### config.mk
export PLATFORM = sky130hd
export DESIGN_NAME = pc_reg_stack
export DESIGN_NICKNAME = d
export VERILOG_FILES = /design/src/rtl/pc_reg_stack.sv
export SDC_FILE = /design/constraint.sdc
export NUM_CORES = 1
export LEC_CHECK = 0
export CORE_MARGIN = 2
export CORE_UTILIZATION = 56
export DETAILED_ROUTE_END_ITERATION = 8
export GPL_ROUTABILITY_DRIVEN = 0
export PLACE_DENSITY = 0.9
export RECOVER_POWER = 25
export SLEW_MARGIN = 25
export SYNTH_ARGS = -nofsm -noshare
export SYNTH_HDL_FRONTEND = slang
export SYNTH_SLANG_ARGS = --single-unit
### constraint.sdc
create_clock -name CLK -period 3.7 [get_ports CLK]
set_clock_uncertainty 0.15 [all_clocks]
set_input_delay 1.11 -clock CLK [delete_from_list [all_inputs] [get_ports CLK]]
set_output_delay 1.11 -clock CLK [all_outputs]
set_load 0.01 [all_outputs]
### src/rtl/pc_reg_stack.sv
// Program-counter register with load/increment/clear, configurable step,
// wrap-or-saturate increment, and a return-address stack for CALL/RET.
module pc_reg_stack #(
  parameter int WIDTH = 16,
  parameter int STEP  = 1,
  parameter int DEPTH = 4,
  parameter int WRAP  = 1
) (
  input  logic                       CLK,
  input  logic                       RSTn,
  input  logic                       CLR,
  input  logic                       LD,
  input  logic                       INR,
  input  logic                       CALL,
  input  logic                       RET,
  input  logic [WIDTH-1:0]           D,
  output logic [WIDTH-1:0]           Q,
  output logic                       COUT,
  output logic [$clog2(DEPTH+1)-1:0] SP,
  output logic                       FULL,
  output logic                       EMPTY,
  output logic                       OVF,
  output logic                       UNF
);

  localparam int SPW = $clog2(DEPTH + 1);
  localparam int AW  = (DEPTH > 1) ? $clog2(DEPTH) : 1;
  localparam logic [WIDTH:0]   STEP_W  = (WIDTH + 1)'(STEP);
  localparam logic [SPW-1:0]   DEPTH_W = SPW'(DEPTH);

  logic [WIDTH-1:0] q_q, q_d;
  logic [SPW-1:0]   sp_q, sp_d;
  logic             cout_q, cout_d;
  logic             ovf_q, ovf_d;
  logic             unf_q, unf_d;

  // Stack storage is left unreset; entries above SP are never observed.
  logic [WIDTH-1:0] stack_mem [2**AW];
  logic             push_en;
  logic [AW-1:0]    wr_addr;
  logic [AW-1:0]    rd_addr;
  logic [SPW-1:0]   sp_minus1;
  logic [WIDTH-1:0] stack_top;

  logic [WIDTH:0]   sum;
  logic             full, empty;

  assign sum       = {1'b0, q_q} + STEP_W;
  assign full      = (sp_q == DEPTH_W);
  assign empty     = (sp_q == '0);
  assign sp_minus1 = sp_q - SPW'(1);
  assign wr_addr   = sp_q[AW-1:0];
  assign rd_addr   = sp_minus1[AW-1:0];
  // Asynchronous read so RET can land the return address in Q on the next edge.
  assign stack_top = stack_mem[rd_addr];

  always_comb begin
    q_d     = q_q;
    sp_d    = sp_q;
    cout_d  = 1'b0;
    ovf_d   = ovf_q;
    unf_d   = unf_q;
    push_en = 1'b0;
    if (CLR) begin
      q_d   = '0;
      sp_d  = '0;
      ovf_d = 1'b0;
      unf_d = 1'b0;
    end else if (CALL) begin
      if (full) begin
        ovf_d = 1'b1;
      end else begin
        push_en = 1'b1;
        sp_d    = sp_q + SPW'(1);
        q_d     = D;
      end
    end else if (RET) begin
      if (empty) begin
        unf_d = 1'b1;
      end else begin
        q_d  = stack_top;
        sp_d = sp_minus1;
      end
    end else if (LD) begin
      q_d = D;
    end else if (INR) begin
      cout_d = sum[WIDTH];
      if ((WRAP == 0) && sum[WIDTH]) begin
        q_d = '1;
      end else begin
        q_d = sum[WIDTH-1:0];
      end
    end
  end

  always_ff @(posedge CLK) begin
    if (!RSTn) begin
      q_q    <= '0;
      sp_q   <= '0;
      cout_q <= 1'b0;
      ovf_q  <= 1'b0;
      unf_q  <= 1'b0;
    end else begin
      q_q    <= q_d;
      sp_q   <= sp_d;
      cout_q <= cout_d;
      ovf_q  <= ovf_d;
      unf_q  <= unf_d;
    end
  end

  // The return address always wraps, independent of the INR saturation mode.
  always_ff @(posedge CLK) begin
    if (RSTn && !CLR && push_en) begin
      stack_mem[wr_addr] <= sum[WIDTH-1:0];
    end
  end

  assign Q     = q_q;
  assign COUT  = cout_q;
  assign SP    = sp_q;
  assign FULL  = full;
  assign EMPTY = empty;
  assign OVF   = ovf_q;
  assign UNF   = unf_q;

endmodule
* After elaboration in Yosys (flattened, before gate mapping)
Memories as Yosys holds them, arrays and structs flattened.
Index checks and enable logic that the tools add are counted.
** Operators by class
- Reductions and logical operators :: 12
- Equality and inequality tests :: 4
- Add/sub/neg operators :: 3
- Muxes and demuxes :: 15
- Bitwise logic cells :: 3
** Operators by type and width (count)
- 16-bit two-way mux :: 6
- 16-bit by 1-bit adder with 17-bit output (second input constant) :: 1
- 3-bit two-way mux :: 4
- 3-bit AND reduction :: 3
- 6-bit OR reduction :: 1
- 1-bit two-way mux :: 5
- 2-bit inequality test (second input constant) :: 2
- 4-bit nonzero test :: 1
- 3-bit by 1-bit adder with 3-bit output (second input constant) :: 1
- 3-bit equality test (second input constant) :: 1
- 3-bit zero test :: 1
- 3-bit inequality test (second input constant) :: 1
- 1-bit inverter :: 3
- 3-bit by 1-bit subtractor with 3-bit output (second input constant) :: 1
- 1-bit logical AND :: 2
- 2-bit AND reduction :: 1
- 2-bit nonzero test :: 1
- 2-bit OR reduction :: 1
- 1-bit zero test :: 1
** Word-level totals
- Memories :: 1
- Bits in writable memories :: 64
- Input port bits :: 23
- Register bits :: 22
** Memories
- stack_mem :: words 4, bits a word 16, read ports 1, clocked after memory_dff 0, write ports 1, line 38 : logic [WIDTH-1:0] stack_mem [2**AW];

* Depth between registers and ports, before layout
- Word-level depth :: 7
- Mapped depth :: 12
- Gate-level depth less buffers :: 8

* Least setup slack after synthesis
OpenSTA, ideal clock, no wires.
- Path type :: in2reg
- From :: input CALL
- To :: memory stack_mem[0][0], enable pin
- Required time :: 3.162 ns
- Arrival :: 2.417 ns
- Stages on the path :: 4
- Path slack :: 0.745 ns
- Cell sequence :: buf_2 buf_1 nand2_1 nor2_1
** Between the ends
- Longest elaborated chain between the ends :: 5
** RTL lines
- start, declared :: line 14 : input logic CALL,
- 1-bit two-way mux :: line 69 : end else if (CALL) begin
- 1-bit two-way mux :: line 64 : if (CLR) begin
- 1-bit logical AND :: line 114 : if (RSTn && !CLR && push_en) begin
- 1-bit two-way mux :: line 114
- 1-bit two-way mux (implied by the code) :: line 115 : stack_mem[wr_addr] <= sum[WIDTH-1:0];
- end, declared :: line 38
Every way passes these cells.

* Worst setup path in the final report
- From :: input CALL
- To :: register q_q[11], in the netlist Q[11]
** Between the ends
- Longest elaborated chain between the ends :: 2
- Elaborated cells on any way between the ends :: 5
** RTL lines
- 3-bit inequality test (no line) (tied with other cells)
- 3-bit AND reduction (no line)
- end signal, assigned :: line 104 : q_q <= q_d;
- end, declared :: line 31 : logic [WIDTH-1:0] q_q, q_d;
Several ways; a longest one is shown, not always the timed one.
A chain may end at the register's enable or synchronous reset.

==> impl_metrics.tcl <==
set metrics [dict create \
    status "finished clean" \
    wl_per_cell_um 20.05 \
    dp_hpwl_mm 6.318 \
    tightestPinTransition_ps 674.7 \
    syn_to_final_growth_pct 18.08 \
    min_path_cells 2 \
    fin_hold_ws_ps 331.9 \
    die_h_um 89.10 \
    vias_per_cell 6.215 \
    combPwrFrac 0.150 \
    hold_viol 0 \
    dr.pass1.iters 5 \
    p_per_area_nw_per_um2 404.2 \
    layoutNonFillerInstCount 469 \
    ys.flop_type "edfxtp_1" \
    yosys_register_bits 86 \
    critPathLaunchType "input port" \
    clkTransAtPathRegs_ps 80 \
    synth_compound_area_frac 0.1327 \
    hold_buffers 0 \
    die_width_um 89.10 \
    synth_top_family_by_area "compound AO/OA/AOI/OAI gates" \
    core-area_um2 7137 \
    cts_tree "built" \
    cp.arrival_ps 3360 \
    regArea_um2 2362 \
    vias 2915 \
    fmax_ghz 0.3095 \
    start_util 0.5682 \
    io_buffers 46 \
    numCtsBuffers 9 \
    clkLatencyLatePin_ps 350 \
    criticalPathCategory "input port to flop" \
    cts_resized 0 \
    post-cts-setup-buffers 0 \
    final_area_um2 4788 \
    antenna_found_initial 0 \
    ys_async_sr_fraction 0 \
    nets 394 \
    drv_slew 0 \
    timing.final.crit_share 0.8732 \
    hold_path_startpoint "OVF" \
    ioPinCount 47 \
    setup_tns_ps 0 \
    crit_path_end_kind "flop" \
    drc 0 \
    antennaDiodeCount 0 \
    grt_pass1_vias 2773 \
    rows 31 \
    drt_wl_total_mm 9.405 \
    p_int_mw 1.440 \
    multi_input_area_um2 1525 \
    pwr-share-clk 0.286 \
    critPathMaxFanout 12 \
    r2r_cells 9 \
    grt_util_all_layers 0.2479 \
    drt_iter0_drc 339 \
    p_leak_nw 1.613 \
    grt.overflow.total 0 \
    synthAdderAreaFrac 0.01851 \
    grt_max_degree 26 \
    whs_endpoint "OVF" \
    fillers 534 \
    clk_path_buf_depth 2 \
    grt_pass1_wl_mm 14.29 \
    worstPathRequired_ps 3830 \
    synthCells 310 \
    synthMuxAreaShare 0.09843 \
    ir_drop_v 0.0002664 \
    synth_edf_count 64 \
    pwr-share-seq 0.564 \
    syn_nets 339 \
    synth_seq_area_share 0.5825 \
    cap_viol_max_count 0 \
    hold_class "flop to flop" \
    p_sw_frac 0.2557 \
    ant_nets 0 \
    relSlewSlack 0.5502 \
    r2r_start "SP[1]" \
    synth-xor-area-share 0.03456 \
    cts_root_buf "clkbuf_8" \
    ys_types 55 \
    rrSetupSlack_ps 1230 \
    clock_sinks 86 \
    drive_gt1_frac 0.1378 \
    placed_cells 453 \
    htreeDepth 3 \
    switchingPower_uw 494.9 \
    rsz0062_at_grt "no" \
    yosys.area_share.simple 0.09472 \
    place_area_um2 4641 \
    avgSynthCellArea_um2 13.08 \
    finalCriticalPeriod_ps 3231 \
    ys_warn_count 0 \
    netlist_area_um2 4055 \
    fin_util 0.6709 \
    r2r_end "Q[11]" \
    dieArea_um2 7938 \
    setup_viol 0 \
]
-- cells by family after synthesis --
family,after synthesis
AOI/OAI and AO/OA,75
DFF,86
xor gates and xnor gates,16
and+or+nand+nor,72
adders and majority gates,6
buffers and inverters,29
muxes,26
-- sequential cells by signal, summed over array words and instances, names as in the netlist --
signal	cells
SP	3
Q	16
UNF	1
stack_mem	64
COUT	1
OVF	1
-- worst max path at each step --
stage / start / endpoint / slack (ps) / cells past startpoint
6_report: CALL / Q[11] / 470 / 7
3_3_place_gp: CALL / Q[7] / 360 / 7
3_5_place_dp: CALL / Q[11] / 160 / 7
5_1_grt: SP[1] / EMPTY / 400 / 5
4_1_cts: SP[1] / EMPTY / 450 / 5
2_1_floorplan: CALL / stack_mem[0][0] / 740 / 4
-- through the flow --
step           power [mW]  worst slack, ps
4_1_cts             1.942            454.8
3_3_place_gp        1.390            359.7
2_1_floorplan       1.285            744.7
3_5_place_dp        1.401            161.8
5_1_grt             2.002            395.4
6_report            1.935            469.0
-- per-layer routing --
metal	global-route usage	routed length (um)	share of wire
met5	0	0	0
met4	0.1072	206	0.022
met3	0.04155	847	0.090
met2	0.4020	4632	0.49
met1	0.3319	3719	0.40
-- critical path, cell delays in order --
cell and delay [ps]:
clkdlybuf4s50_1 780, nor2_1 160, a221o_1 410, buf_4 210
nor3_4 340, o221ai_1 220, o21ai_1 110
-- power by group through the flow --
stage	combinational (mW)	clock, mW	sequential, mW
floorplan	0.172	0	1.11
global placement	0.278	0	1.11
detailed placement	0.288	0	1.11
CTS	0.290	0.561	1.09
global route	0.312	0.595	1.09
finish	0.291	0.553	1.09
-- placed cells by master, fill, tap and decap left out, drive strengths merged, types with 11 or more instances in the layout --
cell type,netlist,layout
mux4,11,11
inv,11,11
o21ai,25,25
dfxtp,22,22
edfxtp,64,64
buf,12,15
clkdlybuf4s50,0,46
clkbuf,5,11
nand2,11,11
nor2,25,25
mux2i,14,14
-- cell usage after synthesis (3+ instances only) --
master    number  share of area
edfxtp_1      64           0.47
nor2_1        24          0.022
dfxtp_1       22           0.11
o21ai_0       18          0.022
mux2i_1       14          0.035
mux4_2        11          0.061
nand2_1       11          0.010
a21oi_1       10          0.012
inv_1         10         0.0093
xor2_1         9          0.019
a221oi_1       8          0.017
o221ai_1       8          0.017
o21ai_1        7         0.0086
xnor2_1        7          0.015
ha_1           6          0.019
nand3_1        6         0.0074
nor3_1         6         0.0074
buf_2          5         0.0062
buf_6          5          0.014
clkbuf_1       5         0.0046
and2_1         4         0.0062
nand2b_1       3         0.0046
nor2b_1        3         0.0046
o22ai_1        3         0.0046
-- area by class of cell --
| cell class | instances | share of cell area |
|---|---|---|
| tap | 99 | 0.02587 |
| timing repair buffer | 61 | 0.1197 |
| clock buffer | 11 | 0.02744 |
| inverter | 12 | 0.009407 |
| clock inverter | 5 | 0.005749 |
| multi-input combinational | 195 | 0.3185 |
| sequential | 86 | 0.4933 |
(Power assumes the default switching activity.)
